<file path="config.mk">
export PLATFORM = sky130hd
export DESIGN_NAME = fetch_queue_flat
export DESIGN_NICKNAME = d
export VERILOG_FILES = /design/src/rtl/fetch_queue_pkg.sv /design/src/rtl/fetch_queue_if.sv /design/src/rtl/fetch_queue_ram.sv /design/src/rtl/fetch_queue.sv /design/src/flat_wrapper.sv
export SDC_FILE = /design/constraint.sdc
export NUM_CORES = 1
export LEC_CHECK = 0
export BUFFER_PORTS_ARGS = -buffer_cell sky130_fd_sc_hd__buf_2
export CAP_MARGIN = 20
export CORE_MARGIN = 8
export CORE_UTILIZATION = 50
export DETAILED_ROUTE_END_ITERATION = 6
export HOLD_SLACK_MARGIN = 0.03
export PLACE_DENSITY = 0.71
export REMOVE_ABC_BUFFERS = 1
export SLEW_MARGIN = 5
export SYNTH_ARGS = -nofsm -noshare
export SYNTH_HDL_FRONTEND = slang
export SYNTH_HIERARCHICAL = 1
export SYNTH_SLANG_ARGS = --single-unit
</file>
<file path="constraint.sdc">
create_clock -name clk -period 6.84 [get_ports clk]
set_clock_uncertainty 0.2 [all_clocks]
set_input_delay 0.684 -clock clk [delete_from_list [all_inputs] [get_ports clk]]
set_output_delay 0.684 -clock clk [all_outputs]
set_load 0.005 [all_outputs]
</file>
<file path="src/rtl/fetch_queue_pkg.sv">
`default_nettype none
// +------------------------------------------------------------------+
// | fetch_queue_pkg                                                   |
// | Field widths and packed-entry layout shared by the fetch queue.   |
// | Revision: 1.0                                                     |
// +------------------------------------------------------------------+
package fetch_queue_pkg;

    localparam int c_pc_w     = 32;
    localparam int c_inst_w   = 32;
    localparam int c_pdir_w   = 1;
    localparam int c_meta_w   = 14;
    localparam int c_entry_w  = c_pc_w + c_inst_w + c_pdir_w + c_meta_w;

    localparam int c_pc_lsb   = 0;
    localparam int c_inst_lsb = c_pc_lsb + c_pc_w;
    localparam int c_pdir_lsb = c_inst_lsb + c_inst_w;
    localparam int c_meta_lsb = c_pdir_lsb + c_pdir_w;

    function automatic logic [c_entry_w-1:0] pack_entry(
        input logic [c_pc_w-1:0]   pc,
        input logic [c_inst_w-1:0] inst,
        input logic                p_dir,
        input logic [c_meta_w-1:0] meta
    );
        logic [c_entry_w-1:0] v;
        v = '0;
        v[c_pc_lsb   +: c_pc_w]   = pc;
        v[c_inst_lsb +: c_inst_w] = inst;
        v[c_pdir_lsb]             = p_dir;
        v[c_meta_lsb +: c_meta_w] = meta;
        return v;
    endfunction

endpackage
`default_nettype wire

</file>
<file path="src/rtl/fetch_queue_if.sv">
`default_nettype none
// +------------------------------------------------------------------+
// | fetch_queue_if                                                    |
// | Predictor-side push, decode-side pop and status signals.          |
// | Revision: 1.0                                                     |
// +------------------------------------------------------------------+
interface fetch_queue_if
    import fetch_queue_pkg::*;
#(
    parameter int DEPTH = 8
);
    localparam int c_cnt_w = $clog2(DEPTH) + 1;

    logic                in_valid;
    logic [c_pc_w-1:0]   in_pc;
    logic [c_inst_w-1:0] in_inst;
    logic                in_p_dir;
    logic [c_meta_w-1:0] in_meta;
    logic                flush;
    logic                bpred_stall;
    logic                out_valid;
    logic                out_ready;
    logic [c_pc_w-1:0]   out_pc;
    logic [c_inst_w-1:0] out_inst;
    logic                out_p_dir;
    logic [c_meta_w-1:0] out_meta;
    logic [c_cnt_w-1:0]  count;
    logic                overflow_err;

    modport master (
        output in_valid, in_pc, in_inst, in_p_dir, in_meta, flush, out_ready,
        input  bpred_stall, out_valid, out_pc, out_inst, out_p_dir, out_meta,
               count, overflow_err
    );

    modport slave (
        input  in_valid, in_pc, in_inst, in_p_dir, in_meta, flush, out_ready,
        output bpred_stall, out_valid, out_pc, out_inst, out_p_dir, out_meta,
               count, overflow_err
    );

endinterface
`default_nettype wire

</file>
<file path="src/rtl/fetch_queue_ram.sv">
`default_nettype none
// +------------------------------------------------------------------+
// | fq_ram                                                            |
// | DEPTH x WIDTH storage, one write port, asynchronous read port.    |
// | Revision: 1.0                                                     |
// +------------------------------------------------------------------+
module fq_ram #(
    parameter int DEPTH = 8,
    parameter int WIDTH = 79
) (
    input  wire logic                     clk,
    input  wire logic                     we,
    input  wire logic [$clog2(DEPTH)-1:0] waddr,
    input  wire logic [WIDTH-1:0]         wdata,
    input  wire logic [$clog2(DEPTH)-1:0] raddr,
    output logic      [WIDTH-1:0]         rdata
);

    logic [WIDTH-1:0] r_mem [DEPTH];

    always_ff @(posedge clk) begin
        if (we) begin
            r_mem[waddr] <= wdata;
        end
    end

    assign rdata = r_mem[raddr];

endmodule
`default_nettype wire

</file>
<file path="src/rtl/fetch_queue.sv">
`default_nettype none
// +------------------------------------------------------------------+
// | fetch_queue                                                       |
// | Instruction queue between branch predictor and decode.            |
// | Revision: 1.0                                                     |
// +------------------------------------------------------------------+
module fetch_queue
    import fetch_queue_pkg::*;
#(
    parameter int DEPTH     = 8,
    parameter int AF_MARGIN = 2
) (
    input  wire logic    clk,
    input  wire logic    reset,
    fetch_queue_if.slave bus
);

    localparam int c_ptr_w = $clog2(DEPTH);
    localparam int c_cnt_w = c_ptr_w + 1;
    localparam logic [c_cnt_w-1:0] c_full_cnt  = c_cnt_w'(DEPTH);
    localparam logic [c_cnt_w-1:0] c_stall_cnt = c_cnt_w'(DEPTH - AF_MARGIN);

    logic [c_ptr_w-1:0]   r_head;
    logic [c_ptr_w-1:0]   r_tail;
    logic [c_cnt_w-1:0]   r_count;
    logic                 r_stall;
    logic                 r_ovf;

    logic                 w_full;
    logic                 w_not_empty;
    logic                 w_push;
    logic                 w_pop;
    logic [c_entry_w-1:0] w_wdata;
    logic [c_entry_w-1:0] w_rdata;

    // Full is taken from the registered count so a same-cycle pop never frees a slot.
    assign w_full      = (r_count == c_full_cnt);
    assign w_not_empty = (r_count != '0);
    assign w_push      = bus.in_valid & ~w_full & ~bus.flush;
    assign w_pop       = w_not_empty & bus.out_ready & ~bus.flush;
    assign w_wdata     = pack_entry(bus.in_pc, bus.in_inst, bus.in_p_dir, bus.in_meta);

    fq_ram #(
        .DEPTH (DEPTH),
        .WIDTH (c_entry_w)
    ) u_ram (
        .clk   (clk),
        .we    (w_push),
        .waddr (r_tail),
        .wdata (w_wdata),
        .raddr (r_head),
        .rdata (w_rdata)
    );

    always_ff @(posedge clk) begin
        if (reset) begin
            r_head  <= '0;
            r_tail  <= '0;
            r_count <= '0;
            r_stall <= 1'b0;
            r_ovf   <= 1'b0;
        end else begin
            // Lags count by one cycle to cover the predictor's in-flight fetch.
            r_stall <= (r_count >= c_stall_cnt);
            if (bus.flush) begin
                r_head  <= '0;
                r_tail  <= '0;
                r_count <= '0;
            end else begin
                if (bus.in_valid && w_full) begin
                    r_ovf <= 1'b1;
                end
                if (w_push) begin
                    r_tail <= r_tail + 1'b1;
                end
                if (w_pop) begin
                    r_head <= r_head + 1'b1;
                end
                case ({w_push, w_pop})
                    2'b10:   r_count <= r_count + 1'b1;
                    2'b01:   r_count <= r_count - 1'b1;
                    default: r_count <= r_count;
                endcase
            end
        end
    end

    assign bus.out_valid    = w_not_empty;
    assign bus.out_pc       = w_not_empty ? w_rdata[c_pc_lsb +: c_pc_w]     : '0;
    assign bus.out_inst     = w_not_empty ? w_rdata[c_inst_lsb +: c_inst_w] : '0;
    assign bus.out_p_dir    = w_not_empty & w_rdata[c_pdir_lsb];
    assign bus.out_meta     = w_not_empty ? w_rdata[c_meta_lsb +: c_meta_w] : '0;
    assign bus.count        = r_count;
    assign bus.bpred_stall  = r_stall;
    assign bus.overflow_err = r_ovf;

endmodule
`default_nettype wire

</file>
<file path="src/flat_wrapper.sv">
// flat-port wrapper written by rule: the top's interface ports become plain ports
module fetch_queue_flat import fetch_queue_pkg::*;
#(
    parameter int DEPTH     = 8,
    parameter int AF_MARGIN = 2
)
  (clk, reset, bus_in_valid, bus_in_pc, bus_in_inst, bus_in_p_dir, bus_in_meta, bus_flush, bus_out_ready, bus_bpred_stall, bus_out_valid, bus_out_pc, bus_out_inst, bus_out_p_dir, bus_out_meta, bus_count, bus_overflow_err);
  fetch_queue_if #(.DEPTH(DEPTH)) bus_i ();
  input  wire logic clk;
  input  wire logic reset;
  input wire logic [$bits(bus_i.in_valid)-1:0] bus_in_valid;
  input wire logic [$bits(bus_i.in_pc)-1:0] bus_in_pc;
  input wire logic [$bits(bus_i.in_inst)-1:0] bus_in_inst;
  input wire logic [$bits(bus_i.in_p_dir)-1:0] bus_in_p_dir;
  input wire logic [$bits(bus_i.in_meta)-1:0] bus_in_meta;
  input wire logic [$bits(bus_i.flush)-1:0] bus_flush;
  input wire logic [$bits(bus_i.out_ready)-1:0] bus_out_ready;
  output wire logic [$bits(bus_i.bpred_stall)-1:0] bus_bpred_stall;
  output wire logic [$bits(bus_i.out_valid)-1:0] bus_out_valid;
  output wire logic [$bits(bus_i.out_pc)-1:0] bus_out_pc;
  output wire logic [$bits(bus_i.out_inst)-1:0] bus_out_inst;
  output wire logic [$bits(bus_i.out_p_dir)-1:0] bus_out_p_dir;
  output wire logic [$bits(bus_i.out_meta)-1:0] bus_out_meta;
  output wire logic [$bits(bus_i.count)-1:0] bus_count;
  output wire logic [$bits(bus_i.overflow_err)-1:0] bus_overflow_err;
  assign bus_i.in_valid = bus_in_valid;
  assign bus_i.in_pc = bus_in_pc;
  assign bus_i.in_inst = bus_in_inst;
  assign bus_i.in_p_dir = bus_in_p_dir;
  assign bus_i.in_meta = bus_in_meta;
  assign bus_i.flush = bus_flush;
  assign bus_i.out_ready = bus_out_ready;
  assign bus_bpred_stall = bus_i.bpred_stall;
  assign bus_out_valid = bus_i.out_valid;
  assign bus_out_pc = bus_i.out_pc;
  assign bus_out_inst = bus_i.out_inst;
  assign bus_out_p_dir = bus_i.out_p_dir;
  assign bus_out_meta = bus_i.out_meta;
  assign bus_count = bus_i.count;
  assign bus_overflow_err = bus_i.overflow_err;
  fetch_queue #(.DEPTH(DEPTH), .AF_MARGIN(AF_MARGIN)) u_core (.clk(clk), .reset(reset), .bus(bus_i));
endmodule
</file>
==> results.cfg <==
[global_routing]
gr-usage-all-layers_pct = 16.9
antenna_found_initial = 5
grt_pass1_vias = 12200
use_met1_pct = 22.9
overflow = 0
global_route.peak_usage_layer = met2
met3_usage_pct = 3.62
globalRouteMet2Util_pct = 28.2
grt_max_degree = 74
grt_pass1_wl_um = 73000

[synthesis]
synth_area_per_cell_sq_um = 23.0
synth-edff-count = 632
async_flop_share_pct = 0
synthFlopType = edfxtp_1
synthCells = 1083
synth-seq-area-share_pct = 77.1
ys_warn_count = 6
ys_ff_latch = 644
yosysUniqueCellTypes = 32
netlist_area_sq_mm = 0.0249

[power_and_ir_drop]
p_leak_nw = 9.02
total_power_mw = 7.77
p_per_area_mw_per_mm2 = 273
irDropWorstVdd_uv = 191

[cells_and_area]
area_growth_pct = 14.1
final_cell_mix = edfxtp_1 (632), buf_2 (169), mux4_2 (158)
stdcell_area_sq_mm = 0.0285
layout_commonest_cell = edfxtp_1
fin_util_pct = 57.3
nNetsFinal = 1371
drive_gt1_share_pct = 39.6

[worst_setup_path]
r2r_end = u_core/u_ram/r_mem[6][56]
startpoint_type = register
crit_type = register to output pin
worstSetupEndpointType = output pin
critical_path_arrival_ns = 3.50
rr_worst_depth = 6
r2r-start = u_core/bus.count[1]
r2r_slack_ns = 3.49
cp_data_required_time_ns = 5.96
cp_max_fo = 44

[cts]
cts_buffer_depth = 3
cts_resized = 0
cts.sinks = 644
holdBufCountCts = 0
htreeDepth = 2
cts_tree = yes
cts-root-buf = clkbuf_16
postCtsSetupBuffers = 0
insertion_delay_ns = 0.60
clkTransAtPathRegs_ns = 0.06
cts_buffers = 61

[sta]
clock.fmax_ghz = 0.228
finalSetupTns_ns = 0
holdWs_ns = 0.0852
tightest_slew_ns = 1.13
finalHoldViolations = 0
timing.final.crit_share_pct = 64.0
finalSetupViolations = 0
slew_viol_final = 0
maxSlewHeadroom_pct = 25.0
rsz0062_at_grt = no
post-route-min-period_ns = 4.38

[placement]
portBuffers = 169
place_hpwl_um = 25600
gp_congestion = 0.705
dpl_cell_area_sq_mm = 0.0266

[hold_path]
hold_end = u_core/bus.bpred_stall
hold_path.startpoint = reset
hold_path_depth = 2
worst_hold_path_type = primary input to register

[routing]
wl_per_cell_um = 24.2
vias = 11200
viasPerCell = 5.60
drc = 0
drtIter0Drc = 749
drtPass1Iterations = 4
detail-route-antenna-nets = 0
wirelength_um = 48400

[floorplanning]
num_rows = 82
coreArea_sq_mm = 0.0497
pin_count = 170
dieArea_sq_mm = 0.0573
fp.dieW_um = 239
die_h_um = 239
start_util_pct = 50.2

[flow_run]
drv_cap = 0

[outcome]
status = complete, no violations
==> how the worst max path moves through the flow <==
stage / from / to
floorplan: u_core/r_head[0] / bus_out_inst[0]
global placement: u_core/r_head[0] / bus_out_pc[3]
detailed placement: u_core/r_head[0] / bus_out_pc[3]
CTS: u_core/r_head[0] / bus_out_pc[3]
global route: u_core/r_head[0] / bus_out_pc[3]
finish: u_core/r_head[0] / bus_out_pc[3]
==> through the flow <==
step / setup WS [ns] / cells
floorplan: -1.65 / 1027
global placement: 2.99 / 1890
detailed placement: 2.98 / 1890
CTS: 2.32 / 1999
global route: 2.17 / 1999
finish: 2.46 / 2000
==> layer usage <==
layer	wire length, um	part of all wire (%)
met2	24200	50
met4	747	1.5
met5	50	0.10
met1	20800	43
met3	2560	5.3
==> state kept, by name (all words and copies together), names as in the netlist <==
name                     cells
u_core/u_ram/r_mem         632
u_core/bus.bpred_stall       1
u_core/bus.count             4
u_core/bus.overflow_err      1
u_core/r_head                3
u_core/r_tail                3
==> critical path, stage by stage (launching register included) <==
cell and delay [ns]:
dfxtp_4 0.81, buf_4 0.79, mux4_2 0.59, mux2_2 0.28, nor2b_1 0.17, buf_2 0.21
==> power by group <==
group	internal (mW)	switching (mW)	total, mW	leakage, nW
Sequential	4.36	0.00826	4.37	5.81
Combinational	0.0840	0.113	0.197	2.29
Clock	1.84	1.36	3.20	0.926
==> cells by family (layout without fill, tap and decap cells) <==
family | after synthesis | after routing | share of synthesized area [%]
AO/OA/AOI/OAI | 8 | 8 | 0.186
XOR/XNOR | 6 | 6 | 0.211
adder cells (fa/ha/maj) | 6 | 6 | 0.331
buffers and inverters | 61 | 305 | 1.45
flip-flops | 644 | 644 | 77.1
multiplexers | 239 | 239 | 17.9
other | 0 | 1 | 0
AND/OR/NAND/NOR | 119 | 119 | 2.86
==> cell type report <==
cell class,instances,area [sq um]
Fill cell,3641,21200
Sequential cell,644,19200
Multi-Input combinational cell,378,5420
Clock buffer,69,1560
Timing Repair Buffer,191,1050
Tap cell,672,841
Clock inverter,40,339
Inverter,5,18.8
Antenna cell,1,2.50
==> synthesized netlist by cell type, types with 4 or more instances <==
master | count | area, sq um
clkbuf_1 | 24 | 90.1
buf_6 | 15 | 169
nor2b_1 | 80 | 500
ha_1 | 5 | 62.6
mux2_2 | 79 | 890
nor2_1 | 21 | 78.8
dfxtp_1 | 12 | 240
mux4_2 | 158 | 3560
a21oi_1 | 4 | 20.0
edfxtp_1 | 632 | 19000
inv_1 | 5 | 18.8
buf_2 | 16 | 80.1
(Power assumes the default switching activity.)
